`config.mk`:
```
export PLATFORM = sky130hd
export DESIGN_NAME = chip8_draw_sequencer
export DESIGN_NICKNAME = d
export VERILOG_FILES = /design/src/rtl/chip8_pkg.sv /design/src/rtl/chip8_sprite_row_merge.sv /design/src/rtl/chip8_draw_sequencer.sv
export SDC_FILE = /design/constraint.sdc
export NUM_CORES = 1
export LEC_CHECK = 0
export CORE_ASPECT_RATIO = 0.6
export CORE_UTILIZATION = 35
export DETAILED_ROUTE_END_ITERATION = 6
export GPL_TIMING_DRIVEN = 0
export RECOVER_POWER = 25
export SLEW_MARGIN = 10
export SYNTH_ARGS = -nofsm -noshare
export SYNTH_HDL_FRONTEND = slang
export SYNTH_SLANG_ARGS = --single-unit
```
`constraint.sdc`:
```
create_clock -name clk -period 5.75 [get_ports clk]
set_clock_uncertainty 0.1 [all_clocks]
set_input_delay 0.575 -clock clk [delete_from_list [all_inputs] [get_ports clk]]
set_output_delay 0.575 -clock clk [all_outputs]
set_load 0.02 [all_outputs]
```
`src/rtl/chip8_pkg.sv`:
```
`default_nettype none
// ============================================================================
// Module      : chip8_pkg
// Description : Shared constants, types and helpers for the CHIP-8 draw
//               sequencer: framebuffer geometry, font location, the row
//               word type, the sequencer state enum and the sprite placement
//               (rotation) helper.
// Revision    : 1.0  initial release
// ============================================================================
package chip8_pkg;

    localparam int FB_COLS = 64;                    // pixels per row
    localparam int FB_ROWS = 32;                    // rows in the framebuffer
    localparam int ROW_W   = $clog2(FB_ROWS);       // row address width
    localparam int ADDR_W  = 12;                    // program RAM address width
    localparam int MAX_N   = 15;                    // max sprite rows per draw
    localparam int N_W     = $clog2(MAX_N + 1);     // sprite row count width

    // Built-in hex font: 16 glyphs of 5 bytes starting at this address.
    localparam logic [ADDR_W-1:0] FONT_BASE        = 12'h050;
    localparam int                FONT_GLYPH_BYTES = 5;

    typedef logic [FB_COLS-1:0] fb_row_t;

    typedef enum logic [2:0] {
        ST_IDLE  = 3'd0,
        ST_ISSUE = 3'd1,
        ST_MERGE = 3'd2,
        ST_WRITE = 3'd3,
        ST_CLEAR = 3'd4,
        ST_DONE  = 3'd5
    } draw_state_t;

    // Place an 8-pixel sprite byte at column x of a 64-pixel row. Bit 63 is
    // the leftmost pixel, so the byte starts in the top bits and is rotated
    // right; pixels pushed past column 63 wrap around to column 0.
    function automatic fb_row_t place_sprite(input logic [7:0] sprite_byte,
                                             input logic [5:0] x);
        fb_row_t base;
        base = {sprite_byte, 56'b0};
        return (base >> x) | (base << (7'd64 - {1'b0, x}));
    endfunction

endpackage : chip8_pkg
`default_nettype wire

```
`src/rtl/chip8_sprite_row_merge.sv`:
```
`default_nettype none
// ============================================================================
// Module      : chip8_sprite_row_merge
// Description : Combinational XOR-merge of one sprite byte into one
//               framebuffer row, with collision detection.
//   x            in   6   horizontal sprite position (wraps mod 64)
//   sprite_byte  in   8   sprite row pattern, bit 7 = leftmost pixel
//   row          in   64  current framebuffer row, bit 63 = leftmost pixel
//   new_row      out  64  row with the sprite XORed in
//   hit          out  1   a set sprite pixel landed on a set row pixel
// Revision    : 1.0  initial release
// ============================================================================
module chip8_sprite_row_merge
    import chip8_pkg::*;
(
    input  logic [5:0]  x,
    input  logic [7:0]  sprite_byte,
    input  fb_row_t     row,
    output fb_row_t     new_row,
    output logic        hit
);

    fb_row_t spr;

    always_comb begin
        spr     = place_sprite(sprite_byte, x);
        new_row = row ^ spr;
        hit     = |(row & spr);
    end

endmodule : chip8_sprite_row_merge
`default_nettype wire

```
`src/rtl/chip8_draw_sequencer.sv`:
```
`default_nettype none
// ============================================================================
// Module      : chip8_draw_sequencer
// Description : Multi-cycle engine for CHIP-8 DXYN (sprite draw) and 00E0
//               (clear). One sprite byte is fetched per row and the matching
//               framebuffer row is read, XOR-merged and written back. The
//               single framebuffer port is shared with video scan-out, which
//               always wins; the engine simply stalls on a conflict.
// Ports:
//   clk, rst                    clock, synchronous active-high reset
//   cmd_valid/cmd_ready         command handshake (ready only when idle)
//   cmd_clear,x,y,n,i           command fields, latched at accept
//   done, vf, busy              completion pulse, collision flag, busy
//   mem_rd_en/addr/rdata        program RAM read port (1-cycle latency)
//   fb_rd_en/wr_en/addr/wdata/rdata  framebuffer port (1-cycle read latency)
//   scan_req/scan_row/scan_valid     scan-out request and data-valid tag
// Revision    : 1.0  initial release
// ============================================================================
module chip8_draw_sequencer
    import chip8_pkg::*;
(
    input  logic                clk,
    input  logic                rst,

    input  logic                cmd_valid,
    output logic                cmd_ready,
    input  logic                cmd_clear,
    input  logic [5:0]          cmd_x,
    input  logic [ROW_W-1:0]    cmd_y,
    input  logic [N_W-1:0]      cmd_n,
    input  logic [ADDR_W-1:0]   cmd_i,

    output logic                done,
    output logic                vf,
    output logic                busy,

    output logic                mem_rd_en,
    output logic [ADDR_W-1:0]   mem_addr,
    input  logic [7:0]          mem_rdata,

    output logic                fb_rd_en,
    output logic                fb_wr_en,
    output logic [ROW_W-1:0]    fb_addr,
    output fb_row_t             fb_wdata,
    input  fb_row_t             fb_rdata,

    input  logic                scan_req,
    input  logic [ROW_W-1:0]    scan_row,
    output logic                scan_valid
);

    draw_state_t        state;
    draw_state_t        next_state;

    // Latched command fields.
    logic [5:0]         x_r;
    logic [ROW_W-1:0]   y_r;
    logic [N_W-1:0]     n_r;
    logic [ADDR_W-1:0]  i_r;

    logic [N_W-1:0]     k_r;          // sprite row being processed
    logic [ROW_W-1:0]   clr_row_r;    // row being cleared
    logic               hit_r;        // accumulated collision
    logic               vf_r;
    logic               scan_valid_r;
    fb_row_t            new_row_r;    // merged row awaiting write-back

    // Engine-side framebuffer request, before scan-out arbitration.
    logic               eng_fb_rd;
    logic               eng_fb_wr;
    logic [ROW_W-1:0]   eng_addr;
    logic               accept;

    fb_row_t            merge_row;
    logic               merge_hit;

    // In MERGE the RAM outputs hold the byte and row requested in ISSUE.
    chip8_sprite_row_merge u_merge (
        .x           (x_r),
        .sprite_byte (mem_rdata),
        .row         (fb_rdata),
        .new_row     (merge_row),
        .hit         (merge_hit)
    );

    // ------------------------------------------------------------------
    // Next-state and output decode
    // ------------------------------------------------------------------
    always_comb begin
        next_state = state;
        cmd_ready  = 1'b0;
        done       = 1'b0;
        mem_rd_en  = 1'b0;
        eng_fb_rd  = 1'b0;
        eng_fb_wr  = 1'b0;
        eng_addr   = y_r + {1'b0, k_r};
        accept     = 1'b0;

        case (state)
            ST_IDLE: begin
                cmd_ready = 1'b1;
                if (cmd_valid) begin
                    accept = 1'b1;
                    if (cmd_clear)
                        next_state = ST_CLEAR;
                    else if (cmd_n == '0)
                        next_state = ST_DONE;
                    else
                        next_state = ST_ISSUE;
                end
            end
            ST_ISSUE: begin
                // Sprite fetch and row read go out together so both land in MERGE.
                if (!scan_req) begin
                    mem_rd_en  = 1'b1;
                    eng_fb_rd  = 1'b1;
                    next_state = ST_MERGE;
                end
            end
            ST_MERGE: begin
                next_state = ST_WRITE;
            end
            ST_WRITE: begin
                if (!scan_req) begin
                    eng_fb_wr = 1'b1;
                    if (({1'b0, k_r} + 5'd1) < {1'b0, n_r})
                        next_state = ST_ISSUE;
                    else
                        next_state = ST_DONE;
                end
            end
            ST_CLEAR: begin
                eng_addr = clr_row_r;
                if (!scan_req) begin
                    eng_fb_wr = 1'b1;
                    if (clr_row_r == ROW_W'(FB_ROWS - 1))
                        next_state = ST_DONE;
                end
            end
            ST_DONE: begin
                done       = 1'b1;
                next_state = ST_IDLE;
            end
            default: begin
                next_state = ST_IDLE;
            end
        endcase

        // A reset arriving mid-command must not leak a write, fetch or pulse
        // in the cycle it is sampled.
        if (rst) begin
            mem_rd_en = 1'b0;
            eng_fb_wr = 1'b0;
            done      = 1'b0;
        end
    end

    // Scan-out owns the port whenever it asks; engine requests were already
    // suppressed in that case, so rd/wr can never be high together.
    assign fb_rd_en   = scan_req | eng_fb_rd;
    assign fb_wr_en   = eng_fb_wr;
    assign fb_addr    = scan_req ? scan_row : eng_addr;
    assign fb_wdata   = (state == ST_CLEAR) ? '0 : new_row_r;
    assign mem_addr   = i_r + {{(ADDR_W-N_W){1'b0}}, k_r};
    assign busy       = ~cmd_ready;
    assign vf         = vf_r;
    assign scan_valid = scan_valid_r;

    // ------------------------------------------------------------------
    // State and datapath registers
    // ------------------------------------------------------------------
    always_ff @(posedge clk) begin
        if (rst) begin
            state        <= ST_IDLE;
            x_r          <= '0;
            y_r          <= '0;
            n_r          <= '0;
            i_r          <= '0;
            k_r          <= '0;
            clr_row_r    <= '0;
            hit_r        <= 1'b0;
            vf_r         <= 1'b0;
            scan_valid_r <= 1'b0;
            new_row_r    <= '0;
        end else begin
            state        <= next_state;
            scan_valid_r <= scan_req;

            if (accept) begin
                x_r       <= cmd_x;
                y_r       <= cmd_y;
                n_r       <= cmd_n;
                i_r       <= cmd_i;
                k_r       <= '0;
                clr_row_r <= '0;
                hit_r     <= 1'b0;
            end

            if (state == ST_MERGE) begin
                new_row_r <= merge_row;
                hit_r     <= hit_r | merge_hit;
            end

            if (eng_fb_wr && state == ST_WRITE)
                k_r <= k_r + 1'b1;

            if (eng_fb_wr && state == ST_CLEAR)
                clr_row_r <= clr_row_r + 1'b1;

            // vf is published as DONE is entered so it is valid alongside
            // the done pulse. Clears and empty draws report no collision.
            if (next_state == ST_DONE && state != ST_DONE)
                vf_r <= (state == ST_WRITE) ? (hit_r | 1'b0) : 1'b0;
        end
    end

endmodule : chip8_draw_sequencer
`default_nettype wire
```
==> flow_metrics.tcl, run 1 <==
set metrics [dict create \
    rows 39 \
    yosys.area.top_type_share 0.301 \
    slew_violations 0 \
    place_hpwl_um 20500 \
    htree_levels 3 \
    yosysMostFrequentCell "nand2_1" \
    gp_congestion 0.928 \
    start_kind "primary input" \
    synthArstFlopShare 0 \
    antenna_found_initial 0 \
    ir_drop_uv 197 \
    clkSlewWorstSetupHoldPaths_ps 80 \
    synth-seq-cells 106 \
    clk_latency_ps 350 \
    drt.antenna.violating_nets 0 \
    relSlewSlack 0.400 \
    fmax_ghz 0.259 \
    nNetsFinal 1338 \
    period_minus_slack_ps 3860 \
    yosysSeqAreaShare 0.301 \
    maxCapViolCount 0 \
    drt_iter0_drc 645 \
    fin_tns_setup_ps 0 \
    postCtsSetupRepairBufs 0 \
    drcViolationCount 0 \
    finalSetupViolCount 0 \
    slowest_stage "dlygate4sd3_1" \
    fillers 1969 \
    max_slew.worst_pin.slew_ps 891 \
    root_buffer "clkbuf_16" \
    synth.distinct_cells 60 \
    whs_ps 352 \
    num_vias 7340 \
    drive_above_1_share 0.0321 \
    grt_max_degree 20 \
    syn-instance-count 941 \
    critPathMaxFanout 6 \
    grt_util_all_layers 0.250 \
    wl_um 25700 \
    cts_hold_buf 0 \
    crit_type "primary input to flop" \
    crit_path_end_kind "flop" \
    port-buffer-count 196 \
    ios 198 \
    synth_edf_count 0 \
    syn_area_mm2 0.00705 \
    fp.dieH_um 112 \
    clk_path_buf_depth 2 \
    critPathArrivalTime_ps 3960 \
    first_global_vias 6846 \
    synth_flop_cell "dfxtp_1" \
    critPathMaxStageDelay_ps 650 \
    die_width_um 185 \
    start_util 0.364 \
    placed_cells 1403 \
    hold_path.class "flop to flop" \
    via_per_inst 5.17 \
    synth_warnings 0 \
    gr-total-overflow 0 \
    drt_first_pass_iters 5 \
    cts-buffers-inserted 9 \
    cts_num_sinks 106 \
    cts_tree "built" \
    setup_ws_ps 1890 \
    power.density_mw_per_mm2 208 \
    pre_cts_slack_ps 1620 \
    path_cells "dlygate4sd3_1 -> mux2_2 -> mux2i_1 -> nor2_1 -> a21oi_1 -> nor2_1 -> ha_1 -> nor4_1 -> nand4_1 -> nor4_1 -> a311oi_1" \
    required_ps 5850 \
    syn_area_per_cell_um2 7.49 \
    hold_viol_final 0 \
    status "complete, no violations" \
    grt_pass1_wl_um 39200 \
    synthesis.nets 1131 \
    p_leak_nw 3.78 \
    cts_resized 0 \
    ys_top_cells_by_count "nand2_1 (209), a21oi_1 (113), dfxtp_1 (106)" \
    final_cell_count_no_fill 1419 \
    synth_top_area_cell "dfxtp_1" \
    area_delta_synth_final_pct 36.3 \
    period_share 0.672 \
    p_total_w 0.00200 \
    diodes 0 \
    rsz0062_at_grt "false" \
    synth_area_leaders "dfxtp_1 (30%), ha_1 (14%), nand2_1 (11%), a21oi_1 (8.0%), and2_1 (5.9%)" \
    routedWlPerCell_um 18.1 \
    die-area_mm2 0.0207 \
    core_mm2 0.0194 \
]
-- critical path, delay by kind of cell --
kind | cells | cell delay, ps
adders and majority gates | 1 | 200
muxes | 2 | 770
AOI/OAI and AO/OA | 2 | 670
buffers and inverters | 1 | 650
and+or+nand+nor | 5 | 1100
-- path summary, 6_finish.rpt --
path / slack [ps] / cells after the start / from / end
setup / recovery: 1890 / 11 / mem_rdata[4] / hit_r$_SDFFE_PP0P_
hold / removal: 350 / 2 / new_row_r[47]$_SDFFE_PP0P_ / new_row_r[47]$_SDFFE_PP0P_
setup reg to reg: 2070 / 10 / x_r[2]$_SDFFE_PP0P_ / hit_r$_SDFFE_PP0P_
hold reg to reg: 350 / 2 / new_row_r[47]$_SDFFE_PP0P_ / new_row_r[47]$_SDFFE_PP0P_
-- flip-flops by register name, summed over array words and instances (netlist names), 3 cells and up --
register	flops
clr_row_r	5
i_r	12
k_r	4
n_r	4
new_row_r	64
state	3
x_r	6
y_r	5
-- report_power, final --
| part | internal [W] | switching [W] | leakage (nW) |
|---|---|---|---|
| clock network | 0.000302 | 0.000312 | 0.138 |
| registers | 0.000765 | 0.0000224 | 0.860 |
| logic | 0.000250 | 0.000350 | 2.78 |
| total | 0.00132 | 0.000685 | 3.78 |
-- layout make-up --
type | instances | area (um^2) | share of cell area
Clock buffer | 9 | 225 | 0.0234
Sequential cell | 106 | 2120 | 0.221
Inverter | 16 | 60.1 | 0.00625
Tap cell | 266 | 333 | 0.0346
Buffer | 62 | 241 | 0.0251
Timing Repair Buffer | 196 | 1960 | 0.204
Clock inverter | 7 | 58.8 | 0.00612
Multi-Input combinational cell | 757 | 4610 | 0.479
-- kinds of logic (layout without fill, tap and decap cells) --
family	Yosys count	after routing	synth area share
compound gates	179	179	0.146
xor+xnor	17	17	0.0211
fa+ha+maj	81	81	0.146
buf+inv	78	290	0.0444
flops	106	106	0.301
mux	32	32	0.0474
simple gates	448	448	0.294
-- cells in the final DEF, fill, tap and decap left out, types with 12 or more instances in the layout --
cell type | Yosys | final
nand2_1 | 209 | 209
nor2_1 | 83 | 84
o21ai_0 | 10 | 12
dfxtp_1 | 106 | 106
nand3_1 | 14 | 14
nor4_1 | 19 | 19
mux2i_1 | 21 | 21
a21oi_1 | 113 | 113
inv_1 | 14 | 14
nand2b_1 | 14 | 14
o22ai_1 | 14 | 14
and2_1 | 67 | 67
ha_1 | 79 | 79
clkdlybuf4s50_1 | 0 | 189
clkbuf_1 | 43 | 48
-- layer usage --
| layer | track usage | part of all wire | up-vias |
|---|---|---|---|
| met3 | 0.0500 | 0.084 | 19 |
| met4 | 0.0501 | 0.012 | 0 |
| met1 | 0.414 | 0.54 | 3401 |
| li1 | - | - | 3634 |
| met2 | 0.315 | 0.37 | 286 |
| met5 | 0 | 0 | - |
-- stage by stage --
step | instance area (um^2) | utilization
after detailed placement | 9350 | 0.482
final | 9610 | 0.496
after global placement | 9350 | 0.482
after CTS | 9630 | 0.497
after global routing | 9610 | 0.496
after floorplan | 7050 | -
No activity file was read; power rests on OpenSTA's default activity.
==> run 2: changes to the inputs <==
==> constraint.sdc (replaced) <==
create_clock -name clk -period 3.3 [get_ports clk]
set_clock_uncertainty 0.1 [all_clocks]
set_input_delay 0.33 -clock clk [delete_from_list [all_inputs] [get_ports clk]]
set_output_delay 0.33 -clock clk [all_outputs]
set_load 0.02 [all_outputs]
==> run 2 against run 1 <==
Worst setup slack worse by 1900 ps. Non-clock buffer count stayed put. First-iteration DRC count is 4.7% lower. Critical path type unchanged.
==> flow_metrics.tcl, run 2 (synthesis gave the netlist of run 1 again) <==
set metrics [dict create \
    drt_first_pass_iters 5 \
    antenna_found_initial 0 \
    critPathMaxFanout 6 \
    nNetsFinal 1338 \
    gp_congestion 0.928 \
    ir_drop_uv 340 \
    drcViolationCount 0 \
    start_kind "primary input" \
    cts_hold_buf 0 \
    via_per_inst 5.16 \
    final_cell_count_no_fill 1419 \
    largest_reg_flops 64 \
    fmax_ghz 0.304 \
    die-area_mm2 0.0207 \
    final_cell_mix "nand2_1 (209), clkdlybuf4s50_1 (189), a21oi_1 (110), dfxtp_1 (105), nor2_1 (83)" \
    fin_tns_setup_ps 0 \
    drive_above_1_share 0.0520 \
    period_share 0.996 \
    p_leak_nw 3.84 \
    rows 39 \
    p_switching_w 0.00120 \
    p_int_w 0.00231 \
    status "complete, no violations" \
    period_minus_slack_ps 3290 \
    hold_path.class "flop to flop" \
    drt_iter0_drc 615 \
    place_hpwl_um 20500 \
    clk_path_buf_depth 2 \
    grt_pass1_wl_um 39300 \
    relSlewSlack 0.450 \
    pre_cts_slack_ps -589 \
    cts_tree "built" \
    port-buffer-count 196 \
    start_util 0.364 \
    final_common_cell "nand2_1" \
    diodes 0 \
    fp.dieH_um 112 \
    routedWlPerCell_um 18.1 \
    htree_levels 3 \
    switching_share 0.341 \
    critPathArrivalTime_ps 3390 \
    required_ps 3400 \
    max_slew.worst_pin.slew_ps 826 \
    grt_max_degree 20 \
    sequentialPowerShare 0.391 \
    hold_viol_final 0 \
    power_frac_comb 0.306 \
    die_width_um 185 \
    fillers 1956 \
    clk_latency_ps 350 \
    p_total_w 0.00351 \
    core_mm2 0.0194 \
    setup_ws_ps 12.1 \
    clkPwrFrac 0.303 \
    grt_util_all_layers 0.250 \
    maxCapViolCount 0 \
    placed_cells 1403 \
    finalSetupViolCount 0 \
    power.density_mw_per_mm2 361 \
    wl_um 25700 \
    slew_violations 0 \
    first_global_vias 6859 \
    cts-buffers-inserted 9 \
    crit_path_end_kind "flop" \
    ios 198 \
    regMostFlops "new_row_r" \
    num_vias 7319 \
    root_buffer "clkbuf_16" \
    crit_type "primary input to flop" \
    clkSlewWorstSetupHoldPaths_ps 80 \
    rsz0062_at_grt "true" \
    drt.antenna.violating_nets 0 \
    area_delta_synth_final_pct 38.0 \
    gr-total-overflow 0 \
    cts_num_sinks 106 \
    reg_top3 "new_row_r: 64 flops, i_r: 12 flops, x_r: 6 flops" \
]
run 2: through the flow:
stage               area, um^2  utilization  hold slack [ps]
global route              9730        0.502              371
global placement          9350        0.482              338
detailed placement        9350        0.482              342
floorplan                 7050            -              332
CTS                       9670        0.499              353
finish                    9730        0.502              352
run 2: cell type report:
| type | instances | area [um^2] | area share |
|---|---|---|---|
| Clock buffer | 9 | 225 | 0.0231 |
| Tap cell | 266 | 333 | 0.0342 |
| Timing Repair Buffer | 197 | 1980 | 0.203 |
| Clock inverter | 7 | 58.8 | 0.00604 |
| Inverter | 16 | 60.1 | 0.00617 |
| Sequential cell | 106 | 2120 | 0.218 |
| Buffer | 61 | 254 | 0.0261 |
| Multi-Input combinational cell | 757 | 4700 | 0.483 |
run 2: metal layers:
| metal | vias up | track usage | routed length (um) |
|---|---|---|---|
| met5 | - | 0 | 0 |
| met4 | 0 | 0.0501 | 303 |
| met3 | 19 | 0.0543 | 2120 |
| met1 | 3398 | 0.413 | 13900 |
| li1 | 3631 | - | - |
| met2 | 271 | 0.315 | 9330 |
run 2: power by group through the flow:
stage	clock network, W	logic (W)	registers, W
final	0.00107	0.00108	0.00137
after global routing	0.00114	0.00117	0.00138
after CTS	0.00109	0.00105	0.00137
after detailed placement	0	0.00103	0.00140
after global placement	0	0.00103	0.00140
after floorplan	0	0.000578	0.00139
run 2: final timing paths:
path | start | to | slack, ps | cells past startpoint
setup / recovery | mem_rdata[1] | hit_r$_SDFFE_PP0P_ | 10 | 11
hold / removal | new_row_r[47]$_SDFFE_PP0P_ | new_row_r[47]$_SDFFE_PP0P_ | 350 | 2
setup reg to reg | x_r[1]$_SDFFE_PP0P_ | hit_r$_SDFFE_PP0P_ | 50 | 11
hold reg to reg | new_row_r[47]$_SDFFE_PP0P_ | new_row_r[47]$_SDFFE_PP0P_ | 350 | 2
run 2: critical path, cell delays in order:
cell             delay (ps)
clkdlybuf4s50_1         560
mux2_2                  350
mux2i_2                 390
nor2_1                  120
a21oi_2                 360
nor2_1                   90
ha_1                    200
nor4_1                  400
nand4_1                 160
nor4_2                  310
a311oi_1                130
run 2: what timing repair did:
item                                    4_1_cts  5_1_grt
resized for setup                             9       20
gates cloned                                  0        0
buffers inserted                              0        1
endpoints found under the setup margin        9       13
pin swaps                                     0        4
==> run 3: changes to the inputs <==
==> constraint.sdc (replaced) <==
create_clock -name clk -period 3.55 [get_ports clk]
set_clock_uncertainty 0.1 [all_clocks]
set_input_delay 0.355 -clock clk [delete_from_list [all_inputs] [get_ports clk]]
set_output_delay 0.355 -clock clk [all_outputs]
set_load 0.02 [all_outputs]
==> run 3 against run 2 <==
Combinational power down 9%. Cell count about the same. Non-clock buffer count down 1. Sequential cell count unchanged. First-iteration DRC count up 5.4%. Clock-buffer cell count unchanged. Power down 7.4%. Sequential power down 7%. Wire length about the same. Hold slack about the same. Critical path type unchanged. Die area unchanged. Clock power down 7%.
==> flow_metrics.tcl, run 3 (synthesis gave the netlist of run 1 again) <==
set metrics [dict create \
    fin_tns_setup_ps 0 \
    period_minus_slack_ps 3440 \
    critical_path.endpoint "hit_r$_SDFFE_PP0P_" \
    fp.dieH_um 112 \
    nNetsFinal 1337 \
    status "complete, no violations" \
    cts_tree "built" \
    routedWlPerCell_um 18.1 \
    hold_path.class "flop to flop" \
    slew_violations 0 \
    crit_top_cell "nor2_1" \
    required_ps 3660 \
    diodes 0 \
    largest_reg_flops 64 \
    slowest_stage "clkdlybuf4s50_1" \
    holdPathStages 2 \
    critPathMaxStageDelay_ps 550 \
    drt.antenna.violating_nets 0 \
    placed_area_mm2 0.00935 \
    power.density_mw_per_mm2 337 \
    fin_area_mm2 0.00965 \
    cts_num_sinks 106 \
    antenna_found_initial 0 \
    p_leak_nw 3.78 \
    grt_max_degree 20 \
    period_share 0.969 \
    crit_type "primary input to flop" \
    start_util 0.364 \
    first_global_vias 6846 \
    htree_levels 3 \
    gr-total-overflow 0 \
    drive_above_1_share 0.0391 \
    regMostFlops "new_row_r" \
    start_kind "primary input" \
    port-buffer-count 196 \
    clk_path_buf_depth 2 \
    ir_drop_uv 316 \
    die_width_um 185 \
    cts-buffers-inserted 9 \
    critPathMaxFanout 6 \
    via_per_inst 5.17 \
    die-area_mm2 0.0207 \
    ios 198 \
    r2r-start "x_r[0]$_SDFFE_PP0P_" \
    crit_path_end_kind "flop" \
    fillers 1965 \
    drt_iter0_drc 648 \
    grt_pass1_wl_um 39200 \
    rows 39 \
    num_vias 7336 \
    root_buffer "clkbuf_16" \
    place_hpwl_um 20500 \
    gp_congestion 0.928 \
    final_common_cell "nand2_1" \
    p_total_w 0.00325 \
    relSlewSlack 0.446 \
    maxCapViolCount 0 \
    final_cell_mix "nand2_1 (209), clkdlybuf4s50_1 (192), a21oi_1 (112), dfxtp_1 (106), nor2_1 (84)" \
    cts_hold_buf 0 \
    max_slew.worst_pin.slew_ps 832 \
    rsz0062_at_grt "false" \
    worstRegToRegCells 11 \
    reg_top3 "new_row_r: 64 flops, i_r: 12 flops, x_r: 6 flops" \
    clk_latency_ps 350 \
    fmax_ghz 0.291 \
    wl_um 25700 \
    grt_util_all_layers 0.250 \
    hold_viol_final 0 \
    r2r_end "hit_r$_SDFFE_PP0P_" \
    area_delta_synth_final_pct 36.9 \
    core_mm2 0.0194 \
    path_cells "clkdlybuf4s50_1 -> mux2_2 -> mux2i_1 -> nor2_1 -> a21oi_2 -> nor2_1 -> ha_1 -> nor4_1 -> nand4_1 -> nor4_2 -> a311oi_1" \
    rrSetupSlack_ps 160 \
    critPathLaunch "mem_rdata[1]" \
    clkSlewWorstSetupHoldPaths_ps 80 \
    finalSetupViolCount 0 \
    drt_first_pass_iters 5 \
    critPathArrivalTime_ps 3550 \
    drcViolationCount 0 \
]
==> run 3: cell count changes in the layout (fill, tap and decap cells not counted), moves of 2 or more <==
| cell | before | now |
|---|---|---|
| mux2i_1 | 18 | 21 |
| mux2i_2 | 3 | 0 |
| buf_4 | 2 | 0 |
| a21oi_1 | 110 | 112 |
| clkdlybuf4s50_1 | 189 | 192 |
| a21oi_2 | 4 | 2 |
| dlymetal6s2s_1 | 3 | 0 |
==> run 3: critical path, delay by kind of cell <==
family                     cells  cell delay (ps)
muxes                          2              820
and+or+nand+nor                5             1120
AOI/OAI and AO/OA              2              480
adders and majority gates      1              200
buffers and inverters          1              550
==> run 3: timing repair <==
item	CTS	global route
resized for setup	0	8
setup buffers	0	0
endpoints found under the hold margin	0	0
setup endpoints to repair	0	5
==> run 3: layout make-up <==
class / count / area (um^2) / area share
repair buffers: 196 / 1960 / 0.203
plain buffers: 61 / 246 / 0.0255
multi-input cells: 757 / 4650 / 0.481
well taps: 266 / 333 / 0.0345
clock buffers: 9 / 225 / 0.0233
flip-flops and latches: 106 / 2120 / 0.220
inverters: 16 / 60.1 / 0.00622
clock inverters: 7 / 58.8 / 0.00609
==> run 3: through the flow <==
stage	cells	setup slack (ps)	utilization	hold WS [ps]
3_5_place_dp	1403	-364	0.482	342
5_1_grt	1418	7.25	0.498	371
3_3_place_gp	1403	-325	0.482	338
2_1_floorplan	941	821	-	332
6_report	1418	109	0.498	352
4_1_cts	1419	4.13	0.497	353
==> run 3: metal layers <==
layer  share of wire  up-vias  global-route usage
li1                -     3629                   -
met1            0.54     3410               0.414
met2            0.37      278               0.315
met3           0.084       19              0.0500
met4           0.012        0              0.0501
met5               0        -                   0
==> run 3: power by group <==
group / internal [W] / switching [W] / total (W)
combinational: 0.000412 / 0.000571 / 0.000983
sequential: 0.00124 / 0.0000364 / 0.00128
clock: 0.000489 / 0.000507 / 0.000996
==> run 3: how the worst min path moves through the flow <==
stage,start,to,slack (ps)
6_report,new_row_r[47]$_SDFFE_PP0P_,new_row_r[47]$_SDFFE_PP0P_,350
3_5_place_dp,new_row_r[17]$_SDFFE_PP0P_,new_row_r[17]$_SDFFE_PP0P_,340
3_3_place_gp,new_row_r[23]$_SDFFE_PP0P_,new_row_r[23]$_SDFFE_PP0P_,340
2_1_floorplan,new_row_r[0]$_SDFFE_PP0P_,new_row_r[0]$_SDFFE_PP0P_,330
4_1_cts,new_row_r[41]$_SDFFE_PP0P_,new_row_r[41]$_SDFFE_PP0P_,350
5_1_grt,new_row_r[57]$_SDFFE_PP0P_,new_row_r[57]$_SDFFE_PP0P_,370
